## src/rtl/timer_pkg.sv

```systemverilog
// Shared types and constants for the memory-mapped countdown timer.
package timer_pkg;

  typedef enum logic [1:0] {
    ST_IDLE = 2'd0,
    ST_RUN  = 2'd1,
    ST_DONE = 2'd2
  } state_e;

  // Byte offsets from BASE_ADDR; the low two address bits are never decoded.
  localparam logic [31:0] OFF_CTRL     = 32'h0000_0000;
  localparam logic [31:0] OFF_LOAD     = 32'h0000_0004;
  localparam logic [31:0] OFF_COUNT    = 32'h0000_0008;
  localparam logic [31:0] OFF_STATUS   = 32'h0000_000C;
  localparam logic [31:0] OFF_PRESCALE = 32'h0000_0010;

  localparam int CTRL_EN   = 0;
  localparam int CTRL_AUTO = 1;
  localparam int CTRL_IE   = 2;
  localparam int STATUS_TF = 0;

endpackage

```

## src/rtl/timer_prescaler.sv

```systemverilog
// Free-running divider: one tick every period+1 enabled cycles, restartable via clr.
module timer_prescaler (
  input  logic        clk,
  input  logic        reset,
  input  logic        clr,
  input  logic        en,
  input  logic [15:0] period,
  output logic        tick
);

  logic [15:0] cnt_q;
  logic [15:0] cnt_d;

  // Compare with >= so a period lowered mid-count still ticks promptly.
  assign tick = en && (cnt_q >= period);

  always_comb begin
    cnt_d = cnt_q;
    if (clr) begin
      cnt_d = '0;
    end else if (en) begin
      cnt_d = tick ? 16'd0 : cnt_q + 16'd1;
    end
  end

  always_ff @(posedge clk) begin
    if (reset) begin
      cnt_q <= '0;
    end else begin
      cnt_q <= cnt_d;
    end
  end

endmodule

```

## src/rtl/mmio_timer.sv

```systemverilog
// Memory-mapped countdown timer with prescaler, auto-reload and a W1C flag.
module mmio_timer #(
  parameter logic [31:0] BASE_ADDR = 32'h0000_1000
) (
  input  logic        clk,
  input  logic        reset,
  input  logic        mem1_ena,
  input  logic        mem1_rw,
  input  logic [31:0] mem1_daddr,
  input  logic [15:0] mem1_dout,
  output logic [15:0] mem1_din,
  output logic        irq
);
  import timer_pkg::*;

  state_e      state_q, state_d;
  logic        en_q, en_d, auto_q, auto_d, ie_q, ie_d, tf_q, tf_d, irq_q, irq_d;
  logic [15:0] load_q, load_d, count_q, count_d, prescale_q, prescale_d;

  logic        in_range, wr_en, tick, presc_clr, expire, run;
  logic        wr_ctrl, wr_load, wr_count, wr_status, wr_prescale;
  logic [29:0] word;
  logic        addr_lsb_unused;

  assign addr_lsb_unused = ^mem1_daddr[1:0];
  assign in_range    = mem1_daddr >= BASE_ADDR;
  assign word        = mem1_daddr[31:2] - BASE_ADDR[31:2];
  assign wr_en       = mem1_ena && mem1_rw && in_range;
  assign wr_ctrl     = wr_en && (word == OFF_CTRL[31:2]);
  assign wr_load     = wr_en && (word == OFF_LOAD[31:2]);
  assign wr_count    = wr_en && (word == OFF_COUNT[31:2]);
  assign wr_status   = wr_en && (word == OFF_STATUS[31:2]);
  assign wr_prescale = wr_en && (word == OFF_PRESCALE[31:2]);
  assign run         = (state_q == ST_RUN);

  timer_prescaler u_prescaler (
    .clk    (clk),
    .reset  (reset),
    .clr    (presc_clr),
    .en     (run),
    .period (prescale_q),
    .tick   (tick)
  );

  // NOTE: every signal gets its hold value first, so no path leaves one unassigned and no latch is inferred.
  always_comb begin
    state_d    = state_q;
    en_d       = en_q;
    auto_d     = auto_q;
    ie_d       = ie_q;
    load_d     = load_q;
    count_d    = count_q;
    prescale_d = prescale_q;
    tf_d       = tf_q;
    irq_d      = tf_q & ie_q;
    presc_clr  = 1'b0;
    expire     = 1'b0;

    // A stopping CTRL write freezes COUNT, so it also swallows a same-cycle tick.
    if (run && tick && !(wr_ctrl && !mem1_dout[CTRL_EN])) begin
      if (count_q != 16'd0) begin
        count_d = count_q - 16'd1;
      end else begin
        expire = 1'b1;
        if (auto_q) begin
          count_d = load_q;
        end else begin
          state_d = ST_DONE;
          en_d    = 1'b0;
        end
      end
    end

    if (wr_ctrl) begin
      en_d   = mem1_dout[CTRL_EN];
      auto_d = mem1_dout[CTRL_AUTO];
      ie_d   = mem1_dout[CTRL_IE];
      if (!mem1_dout[CTRL_EN]) begin
        state_d = ST_IDLE;
      end else if (!run) begin
        state_d   = ST_RUN;
        count_d   = load_q;
        presc_clr = 1'b1;
      end else begin
        state_d = ST_RUN;
      end
    end

    if (wr_load)     load_d     = mem1_dout;
    if (wr_count)    count_d    = mem1_dout;
    if (wr_prescale) prescale_d = mem1_dout;
    if (wr_status && mem1_dout[STATUS_TF]) tf_d = 1'b0;
    if (expire)      tf_d       = 1'b1;
  end

  // NOTE: state registers use non-blocking assignments so all of them sample the same pre-edge values.
  always_ff @(posedge clk) begin
    if (reset) begin
      state_q    <= ST_IDLE;
      en_q       <= 1'b0;
      auto_q     <= 1'b0;
      ie_q       <= 1'b0;
      load_q     <= '0;
      count_q    <= '0;
      prescale_q <= '0;
      tf_q       <= 1'b0;
      irq_q      <= 1'b0;
    end else begin
      state_q    <= state_d;
      en_q       <= en_d;
      auto_q     <= auto_d;
      ie_q       <= ie_d;
      load_q     <= load_d;
      count_q    <= count_d;
      prescale_q <= prescale_d;
      tf_q       <= tf_d;
      irq_q      <= irq_d;
    end
  end

  always_comb begin
    mem1_din = '0;
    if (mem1_ena && in_range) begin
      case (word)
        OFF_CTRL[31:2]:     mem1_din = {13'd0, ie_q, auto_q, en_q};
        OFF_LOAD[31:2]:     mem1_din = load_q;
        OFF_COUNT[31:2]:    mem1_din = count_q;
        OFF_STATUS[31:2]:   mem1_din = {15'd0, tf_q};
        OFF_PRESCALE[31:2]: mem1_din = prescale_q;
        default:            mem1_din = '0;
      endcase
    end
  end

  assign irq = irq_q;

endmodule

```

## config.mk

```make
export PLATFORM = sky130hd
export DESIGN_NAME = mmio_timer
export DESIGN_NICKNAME = d
export VERILOG_FILES = /design/src/rtl/timer_pkg.sv /design/src/rtl/timer_prescaler.sv /design/src/rtl/mmio_timer.sv
export SDC_FILE = /design/constraint.sdc
export NUM_CORES = 1
export LEC_CHECK = 0
export ABC_AREA = 0
export BUFFER_PORTS_ARGS = -buffer_cell sky130_fd_sc_hd__buf_4
export CORE_MARGIN = 2
export CORE_UTILIZATION = 58
export DETAILED_ROUTE_END_ITERATION = 7
export GPL_TIMING_DRIVEN = 0
export PLACE_DENSITY = 0.81
export SYNTH_ARGS = -nofsm -noshare
export SYNTH_HDL_FRONTEND = slang
export SYNTH_HIERARCHICAL = 1
export SYNTH_SLANG_ARGS = --single-unit
export TNS_END_PERCENT = 10
```

## constraint.sdc

```tcl
create_clock -name clk -period 3.8 [get_ports clk]
set_clock_uncertainty 0.2 [all_clocks]
set_input_delay 0.38 -clock clk [delete_from_list [all_inputs] [get_ports clk]]
set_output_delay 0.38 -clock clk [all_outputs]
set_load 0.02 [all_outputs]
```

Word-level counts from Yosys, hierarchy flattened

Index checks and enable logic that the tools add are counted.

Bits in registers: 71
Output and inout port bits: 17
Word-level logic and storage cells: 70

Add/subtract/negate cells: 3
$lt $le $gt $ge: 2
Eq/ne operators: 7
Muxes and demuxes: 26
Bitwise gates (word level): 1
Reduce and logical (&&, ||, !) cells: 21

Operators by type and width:

| kind                                                                | count |
|---|---|
| 2-to-1 mux 16 bit                                                   | 9 |
| case mux 16 bit (5 select lines)                                    | 1 |
| == test 30 x 2 -> 1 bit, second input constant                      | 2 |
| greater-or-equal comparator 32 x 13 -> 1 bit, second input constant | 1 |
| == test 30 x 1 -> 1 bit, second input constant                      | 1 |
| == test 30 x 3 -> 1 bit, second input constant                      | 1 |
| logical NOT 30 bit                                                  | 1 |
| subtractor 30 x 11 -> 30 bit, second input constant                 | 1 |
| adder 16 x 1 -> 16 bit, second input constant                       | 1 |
| greater-or-equal comparator 16 bit                                  | 1 |
| nonzero test 16 bit                                                 | 1 |
| subtractor 16 x 1 -> 16 bit, second input constant                  | 1 |
| logical AND 1 bit                                                   | 13 |
| 2-to-1 mux 1 bit                                                    | 12 |
| 2-to-1 mux 2 bit                                                    | 4 |
| nonzero test 2 bit                                                  | 2 |
| AND reduction 3 bit                                                 | 1 |
| == test 2 x 1 -> 1 bit, second input constant                       | 1 |
| logical NOT 1 bit                                                   | 2 |
| != test 2 x 1 -> 1 bit, second input constant                       | 1 |
| != test 2 bit, second input constant                                | 1 |
| OR reduction 2 bit                                                  | 1 |
| bitwise AND 1 bit                                                   | 1 |

Longest topological paths before layout

Gate-level depths: netlist of the first run.

Depth in word-level cells: 11
Gate-level depth with buffers: 14
Gate-level depth less buffers: 13

Cells and area by module

Netlist of the first run, hierarchy kept.

By module, submodules not included:

| module          | times used | cells an instance | area each (µm²) |
|---|---|---|---|
| mmio_timer      | 1          | 448               | 3558.4 |
| timer_prescaler | 1          | 133               | 1111.1 |

Worst setup path after synthesis of the first run

No wires, ideal clock.

Kind: input port to output port
Start: input mem1_daddr[30]
End: output mem1_din[5]
Data arrival time: 3182 ps
Data required time: 3220 ps
Path slack: 38 ps
Cell stages on the path: 9
Cell sequence: or4_1 -> or3_1 -> or4_1 -> or2_1 -> or4_4 -> nor3b_4 -> buf_4 -> a222oi_1 -> nor2_1

Cells in the longest elaborated chain, start to end: 4
Elaborated cells between the ends (all ways): 10
Classes of those cells: add/sub (1); order compare (1); eq/ne (4); mux (2); reduce/logical (2)

RTL lines:

| element                                         | line              | text |
|---|---|---|
| from (decl)                                     | mmio_timer.sv:9   | `input logic [31:0] mem1_daddr,` |
| subtractor 30 x 11 -> 30 bit                    | mmio_timer.sv:27  | `assign word = mem1_daddr[31:2] - BASE_ADDR[31:2];` |
| == test 30 x 3 -> 1 bit (tied with other cells) | mmio_timer.sv:124 | `case (word)` |
| case mux 16 bit (5 select lines)                | mmio_timer.sv:124 |  |
| 2-to-1 mux 16 bit (*)                           | mmio_timer.sv:123 | `if (mem1_ena && in_range) begin` |
| to (decl)                                       | mmio_timer.sv:11  | `output logic [15:0] mem1_din,` |

Every way passes the cells marked *; elsewhere a longest branch is shown, timed or not.

Worst setup path after layout of the first run

Start: input mem1_daddr[30]
End: output mem1_din[4]

Same word-level chain as after synthesis.

==> impl_metrics.csv, run 1 <==
group,metric,value,unit
cts,cts-root-buf,"sky130_fd_sc_hd__clkbuf_8",
cts,clk_latency,360,ps
cts,clock_sinks,70,
setup_path,worst_ep_required_time,3220,ps
placed_design,gp_congestion,1.002,
power,p_int,1.162,mW
timing,fmax,0.2519,GHz
power,share_seq_of_total_power,47.3,%
finish,finalNetCount,730,
setup_path,worst_setup_path_end_kind,"primary output",
finish,layout-drive-gt1-share,17.47,%
yosys,yosys-top-cells-area,"sky130_fd_sc_hd__dfxtp_1, sky130_fd_sc_hd__mux2i_1, sky130_fd_sc_hd__nor2_1",
placed_design,dp_cells,748,
yosys,synth_top_flop_cell,"sky130_fd_sc_hd__dfxtp_1",
finish,final_area,0.005587,mm2
cts,cts_buffer_depth,2,
floorplanning,rows,32,
detailed_routing,totalWireLength,15080,um
setup_path,timing.critical_path.fanout_max,4,
run,drv.max_cap_violation_count,0,
global_routing,gr-usage-met3,8.026,%
global_routing,antenna_found_initial,0,
floorplanning,initial_core_util,60.12,%
power,power.share.combinational,7.4,%
detailed_routing,average_routed_wire_per_standard_cell,19.69,um
detailed_routing,detailedRoute.firstIterationViolations,594,
global_routing,grt_busiest_layer,"met2",
timing,hold_viol,0,
cts,cts.reportedPaths.clkPinSlew,80,ps
power,p_leak,2.034,nW
floorplanning,floorplan.die.width,93.73,um
floorplanning,ios,69,
detailed_routing,postRouteAntennaNets,0,
yosys,synth_seq_area_share,30.01,%
yosys,synth.most_common_cell,"sky130_fd_sc_hd__nor2_1",
detailed_routing,first_pass_iters,8,
yosys,netlist.top_cell.by_area,"sky130_fd_sc_hd__dfxtp_1",
cts,count_of_hold_fix_buffers_inserted_at_cts,0,
outcome,outcome,"finished with violations",
yosys,async_reset_ff_share,0,%
placed_design,cell_area_reported_after_detailed_placement,0.005285,mm2
power,part_of_the_total_power_dissipated_in_the_clock_network,45.3,%
power,pwr_density_cell,277.2,mW/mm2
finish,area_growth_syn_to_layout,19.64,%
detailed_routing,post_drt_via_cell_ratio,6.548,
cts,cts-buffers-inserted,9,
timing,finalSetupViolCount,16,
finish,antennaDiodeCount,0,
detailed_routing,routed-via-count,5016,
timing,grt_setup_unrepaired,"yes",
global_routing,total_global_route_track_usage,35.85,%
timing,fin_crit,3970,ps
yosys,postSynthCellCount,581,
setup_path,critPathKind,"in -> out",
placed_design,dp_hpwl,11570,um
min_path,timing.hold.worst.class,"in -> reg",
timing,final_max_slew_viol_count,0,
global_routing,groute.layer.met2.usage,58.27,%
setup_path,startpoint_type,"input port",
timing,finalCritPeriodShare,104.5,%
yosys,synth.top_cells.by_count,"sky130_fd_sc_hd__nor2_1, sky130_fd_sc_hd__dfxtp_1, sky130_fd_sc_hd__nand2_1",
global_routing,grt_pass1_wl,24670,um
setup_path,worst_ep_arrival_time,3390,ps
cts,tritoncts,"built",
yosys,yosys.cell_types.count,73,
global_routing,gr-total-overflow,0,
yosys,yosys.area.top_type_share,30.01,%
floorplanning,chipHeight,93.73,um
global_routing,via_count_of_the_first_global_routing_pass,4842,
timing,hold_ws,78.01,ps
cts,cts_htree_levels,3,
floorplanning,die-area,0.008784,mm2
yosys,synth_fp_nets,652,
placed_design,minimum_setup_slack_after_placement,-360.0,ps
power,power.share.switching,24.93,%
placed_design,numPortBuffers,65,
yosys,synth-seq-cells,70,
power,vdd_drop_max,185.7,uV
finish,post_layout_nonfiller_instances,766,
power,power.net_switching,386.0,uW
yosys,synthesis.yosys.warnings,6,
yosys,synth-edff-count,0,
global_routing,grt_start_max_net_pins,15,
timing,post-route-worst-setup-slack,-169.9,ps
detailed_routing,residual_drc,0,
outcome,failed_checks,"negative setup slack",
power,total_power,1.548,mW
yosys,synth_area,0.004669,mm2
floorplanning,core_area,0.007767,mm2
yosys,synthesis.area_per_instance,8.037,um2
timing,timing.slew.headroom,40.21,%
global_routing,globalRouteMet1Util,46.45,%
timing,worstMarginPinSlew,893.6,ps
[sequential cells by signal, summed over array words and instances (netlist names)]
register and cells:
en_q 1, count_q 16, state_q 1, tf_q 1, irq 1, prescale_q 16, load_q 16, auto_q 1
u_prescaler/cnt_q 16, ie_q 1
[worst paths after layout]
kind                       start          end  slack, ps  depth (start not counted)
setup / recovery  mem1_daddr[30]  mem1_din[4]       -170                         11
hold / removal     mem1_dout[14]  count_q[14]         80                          2
setup reg to reg   prescale_q[1]   count_q[7]        230                         14
hold reg to reg             tf_q         tf_q        300                          2
[kinds of logic (layout without fill, tap and decap cells)]
family,after synthesis,after routing,share of synthesized area (%)
compound gates,120,120,18.97
flops,70,70,30.01
xor+xnor,15,15,2.813
mux,40,40,8.869
fa+ha+maj,19,19,5.091
simple gates,261,261,28.83
buf+inv,56,139,5.413
[critical path: stages]
cell                       delay (ps)
sky130_fd_sc_hd__buf_6             90
sky130_fd_sc_hd__or4_4            520
sky130_fd_sc_hd__or3_4            340
sky130_fd_sc_hd__or4_4            430
sky130_fd_sc_hd__or2_4            270
sky130_fd_sc_hd__or4_4            480
sky130_fd_sc_hd__nor3b_4          280
sky130_fd_sc_hd__buf_4            170
sky130_fd_sc_hd__a222oi_1         120
sky130_fd_sc_hd__nor2_1           130
sky130_fd_sc_hd__buf_4            160
[routing by layer]
layer  routed length (um)  vias to the layer above
met1                 5885                     2345
met2                 7110                      299
li1                     -                     2312
met5                    0                        -
met4                  541                        0
met3                 1545                       60
[what timing repair did]
| item | 4_1_cts | 5_1_grt |
|---|---|---|
| setup buffers | 2 | 0 |
| endpoints found under the hold margin | 0 | 0 |
| pin swaps | 2 | 1 |
| endpoints found under the setup margin | 16 | 16 |
| gates resized for setup | 11 | 3 |
[cells in the final DEF (no fill, tap or decap), types with 17 or more instances in the layout]
cell type	n
sky130_fd_sc_hd__buf_4	67
sky130_fd_sc_hd__clkbuf_1	20
sky130_fd_sc_hd__nand3_1	17
sky130_fd_sc_hd__nor3_1	19
sky130_fd_sc_hd__mux2i_1	38
sky130_fd_sc_hd__dfxtp_1	70
sky130_fd_sc_hd__a21oi_1	23
sky130_fd_sc_hd__nor2_1	95
sky130_fd_sc_hd__inv_1	28
sky130_fd_sc_hd__nand2_1	39
sky130_fd_sc_hd__o21ai_0	21
sky130_fd_sc_hd__ha_1	19
[final cells by class]
class | count | area, um2
timing repair buffer | 67 | 510.5
inverter | 28 | 105.1
buffer | 28 | 155.1
fill | 639 | 2181
clock buffer | 9 | 123.9
multi-input combinational | 455 | 3058
sequential | 70 | 1401
clock inverter | 7 | 105.1
tap | 102 | 127.6
[power by group through the flow]
stage / combinational (mW) / sequential (mW) / clock (mW)
after global routing: 0.122 / 0.733 / 0.738
after CTS: 0.109 / 0.733 / 0.710
after global placement: 0.104 / 0.750 / 0
after detailed placement: 0.106 / 0.750 / 0
final: 0.114 / 0.733 / 0.701
after floorplan: 0.0376 / 0.750 / 0
[per-stage QoR]
stage / TNS (ps) / util, %
global placement: -4093 / 68.04
global route: -3670 / 71.92
detailed placement: -5007 / 68.04
CTS: -1744 / 71.68
finish: -2206 / 71.92
floorplan: 0 / -
Power figures use the tool's default switching activity.
==> run 2: changes to the inputs <==
==> constraint.sdc (replaced) <==
create_clock -name clk -period 3.8 [get_ports clk]
set_clock_uncertainty 0.2 [all_clocks]
set_input_delay 0.95 -clock clk [delete_from_list [all_inputs] [get_ports clk]]
set_output_delay 0.95 -clock clk [all_outputs]
set_load 0.02 [all_outputs]
==> run 2 against run 1 <==
The flow still finishes with violations (negative setup slack); die area did not move; global-route usage rose by 0.87 points; combinational power rose by 4%; sequential power barely moved; routed wire length rose by 5.5%; largest cell class unchanged; largest power group unchanged; highest routed layer unchanged.
==> impl_metrics.csv, run 2 (same netlist as run 1, synthesis figures left out) <==
group,metric,value,unit
outcome,outcome,"finished with violations",
outcome,failed_checks,"negative setup slack",
finish,n_fill_cell,607,
floorplanning,floorplan.die.width,93.73,um
min_path,timing.hold.worst.class,"reg -> reg",
cts,cts-buffers-inserted,9,
setup_path,timing.reg2reg.setup_slack,480,ps
cts,cts_buffer_depth,2,
floorplanning,chipHeight,93.73,um
detailed_routing,detailedRoute.firstIterationViolations,632,
setup_path,worst_ep_arrival_time,3930,ps
detailed_routing,postRouteAntennaNets,0,
timing,hold_viol,0,
cts,cts-root-buf,"sky130_fd_sc_hd__clkbuf_8",
detailed_routing,routed-via-count,5029,
cts,count_of_hold_fix_buffers_inserted_at_cts,0,
timing,finalSetupViolCount,51,
cts,cts.reportedPaths.clkPinSlew,100,ps
global_routing,antenna_found_initial,0,
timing,grt_setup_unrepaired,"yes",
run,drv.max_cap_violation_count,0,
floorplanning,ios,69,
timing,final_max_slew_viol_count,0,
cts,clock_sinks,70,
setup_path,length_in_cells_of_the_worst_reg_to_reg_path,12,
global_routing,total_global_route_track_usage,36.72,%
floorplanning,die-area,0.008784,mm2
timing,timing.slew.headroom,41.22,%
min_path,hold-path-cell-count,2,
finish,finalNetCount,739,
global_routing,grt_pass1_wl,24960,um
finish,final_common_cell,"sky130_fd_sc_hd__nor2_1",
detailed_routing,average_routed_wire_per_standard_cell,20.52,um
global_routing,gr-total-overflow,0,
finish,layout-drive-gt1-share,21.40,%
power,p_leak,2.092,nW
setup_path,worst_reg2reg_path_endpoint,"count_q[11]",
global_routing,grt_start_max_net_pins,16,
power,pwr_density_cell,254.5,mW/mm2
finish,multi_input_gate_area,0.003118,mm2
global_routing,via_count_of_the_first_global_routing_pass,4755,
setup_path,worst_setup_path_end_kind,"primary output",
detailed_routing,residual_drc,0,
timing,fmax,0.1969,GHz
setup_path,worst_ep_required_time,2650,ps
timing,post-route-worst-setup-slack,-1278,ps
placed_design,cell_area_reported_after_detailed_placement,0.005319,mm2
finish,final_area,0.005738,mm2
cts,cts_htree_levels,3,
setup_path,critPathKind,"in -> out",
placed_design,numPortBuffers,65,
detailed_routing,post_drt_via_cell_ratio,6.489,
placed_design,gp_congestion,1.065,
min_path,hold_end,"state_q[1]",
setup_path,startpoint_type,"input port",
floorplanning,core_area,0.007767,mm2
finish,seq_area,0.001401,mm2
cts,clk_latency,360,ps
floorplanning,rows,32,
finish,antennaDiodeCount,0,
power,vdd_drop_max,190.9,uV
timing,fin_crit,5078,ps
placed_design,dp_hpwl,11910,um
setup_path,crit-reg2reg-launch,"prescale_q[2]",
timing,finalCritPeriodShare,133.6,%
finish,area_growth_syn_to_layout,22.88,%
min_path,hold_path.startpoint,"state_q[1]",
detailed_routing,totalWireLength,15900,um
finish,mostFrequentLayoutCells,"sky130_fd_sc_hd__nor2_1, sky130_fd_sc_hd__dfxtp_1, sky130_fd_sc_hd__buf_4",
power,total_power,1.460,mW
floorplanning,initial_core_util,60.12,%
cts,tritoncts,"built",
setup_path,timing.critical_path.fanout_max,5,
timing,worstMarginPinSlew,873.7,ps
detailed_routing,first_pass_iters,8,
==> run 2: cell count changes in the layout (fill, tap and decap cells not counted), sizes merged <==
cell      before  now
clkbuf        30   27
inv           31   32
buf           74   86
clkinvlp       1    2
bufinv         2    0
==> run 2: metrics by stage <==
step,setup TNS (ps),setup slack (ps),hold WS [ps],std cells,util (%)
global placement,-47230,-1446,268.6,748,68.48
finish,-22400,-1278,307.2,775,73.87
floorplan,-16910,-1017,249.4,581,-
detailed placement,-52530,-1520,284.3,748,68.48
global route,-28300,-1335,322.2,775,73.87
CTS,-22260,-1328,307.4,769,72.23
==> run 2: cell type report <==
type                    count  area share, %
flip-flops and latches     70          24.42
plain buffers              27          3.053
well taps                 102          2.224
clock inverters             7          1.112
repair buffers             77          10.86
multi-input cells         455          54.34
clock buffers               9          2.159
inverters                  28          1.832
==> run 2: how the worst max path moves through the flow <==
stage	start	end	slack [ps]	depth (start not counted)
final	mem1_daddr[30]	mem1_din[5]	-1280	12
after global routing	mem1_daddr[30]	mem1_din[5]	-1330	12
after CTS	mem1_daddr[30]	mem1_din[11]	-1330	11
after detailed placement	mem1_daddr[30]	mem1_din[0]	-1520	10
after global placement	mem1_daddr[30]	mem1_din[0]	-1450	10
after floorplan	mem1_daddr[30]	mem1_din[6]	-1020	9
==> run 2: power breakdown <==
group          leakage, nW  switching (mW)  internal, mW
clock               0.0903           0.358         0.252
combinational         1.44          0.0670        0.0508
sequential           0.563   0.00000000162         0.733
==> run 2: routing by layer <==
metal	vias up	part of all wire, %	GRT usage, %
met2	284	47	58.93
met3	40	9.6	7.464
met5	-	0	0
met4	0	2.7	15.70
met1	2371	41	47.91
li1	2334	-	-
==> run 2: what timing repair did <==
| item | CTS | global route |
|---|---|---|
| gates resized for setup | 19 | 29 |
| setup endpoints to repair | 59 | 69 |
| buffers inserted | 4 | 7 |
| pin swaps | 6 | 11 |
| gates cloned | 1 | 0 |
==> run 2: critical path: stages <==
cell                       delay [ps]
sky130_fd_sc_hd__buf_6             90
sky130_fd_sc_hd__or4_4            520
sky130_fd_sc_hd__or3_4            340
sky130_fd_sc_hd__or4_4            440
sky130_fd_sc_hd__or2_4            250
sky130_fd_sc_hd__or4_4            460
sky130_fd_sc_hd__nor3b_4          210
sky130_fd_sc_hd__buf_6            150
sky130_fd_sc_hd__buf_6            110
sky130_fd_sc_hd__a222oi_1         100
sky130_fd_sc_hd__nor2_2           160
sky130_fd_sc_hd__buf_6            140
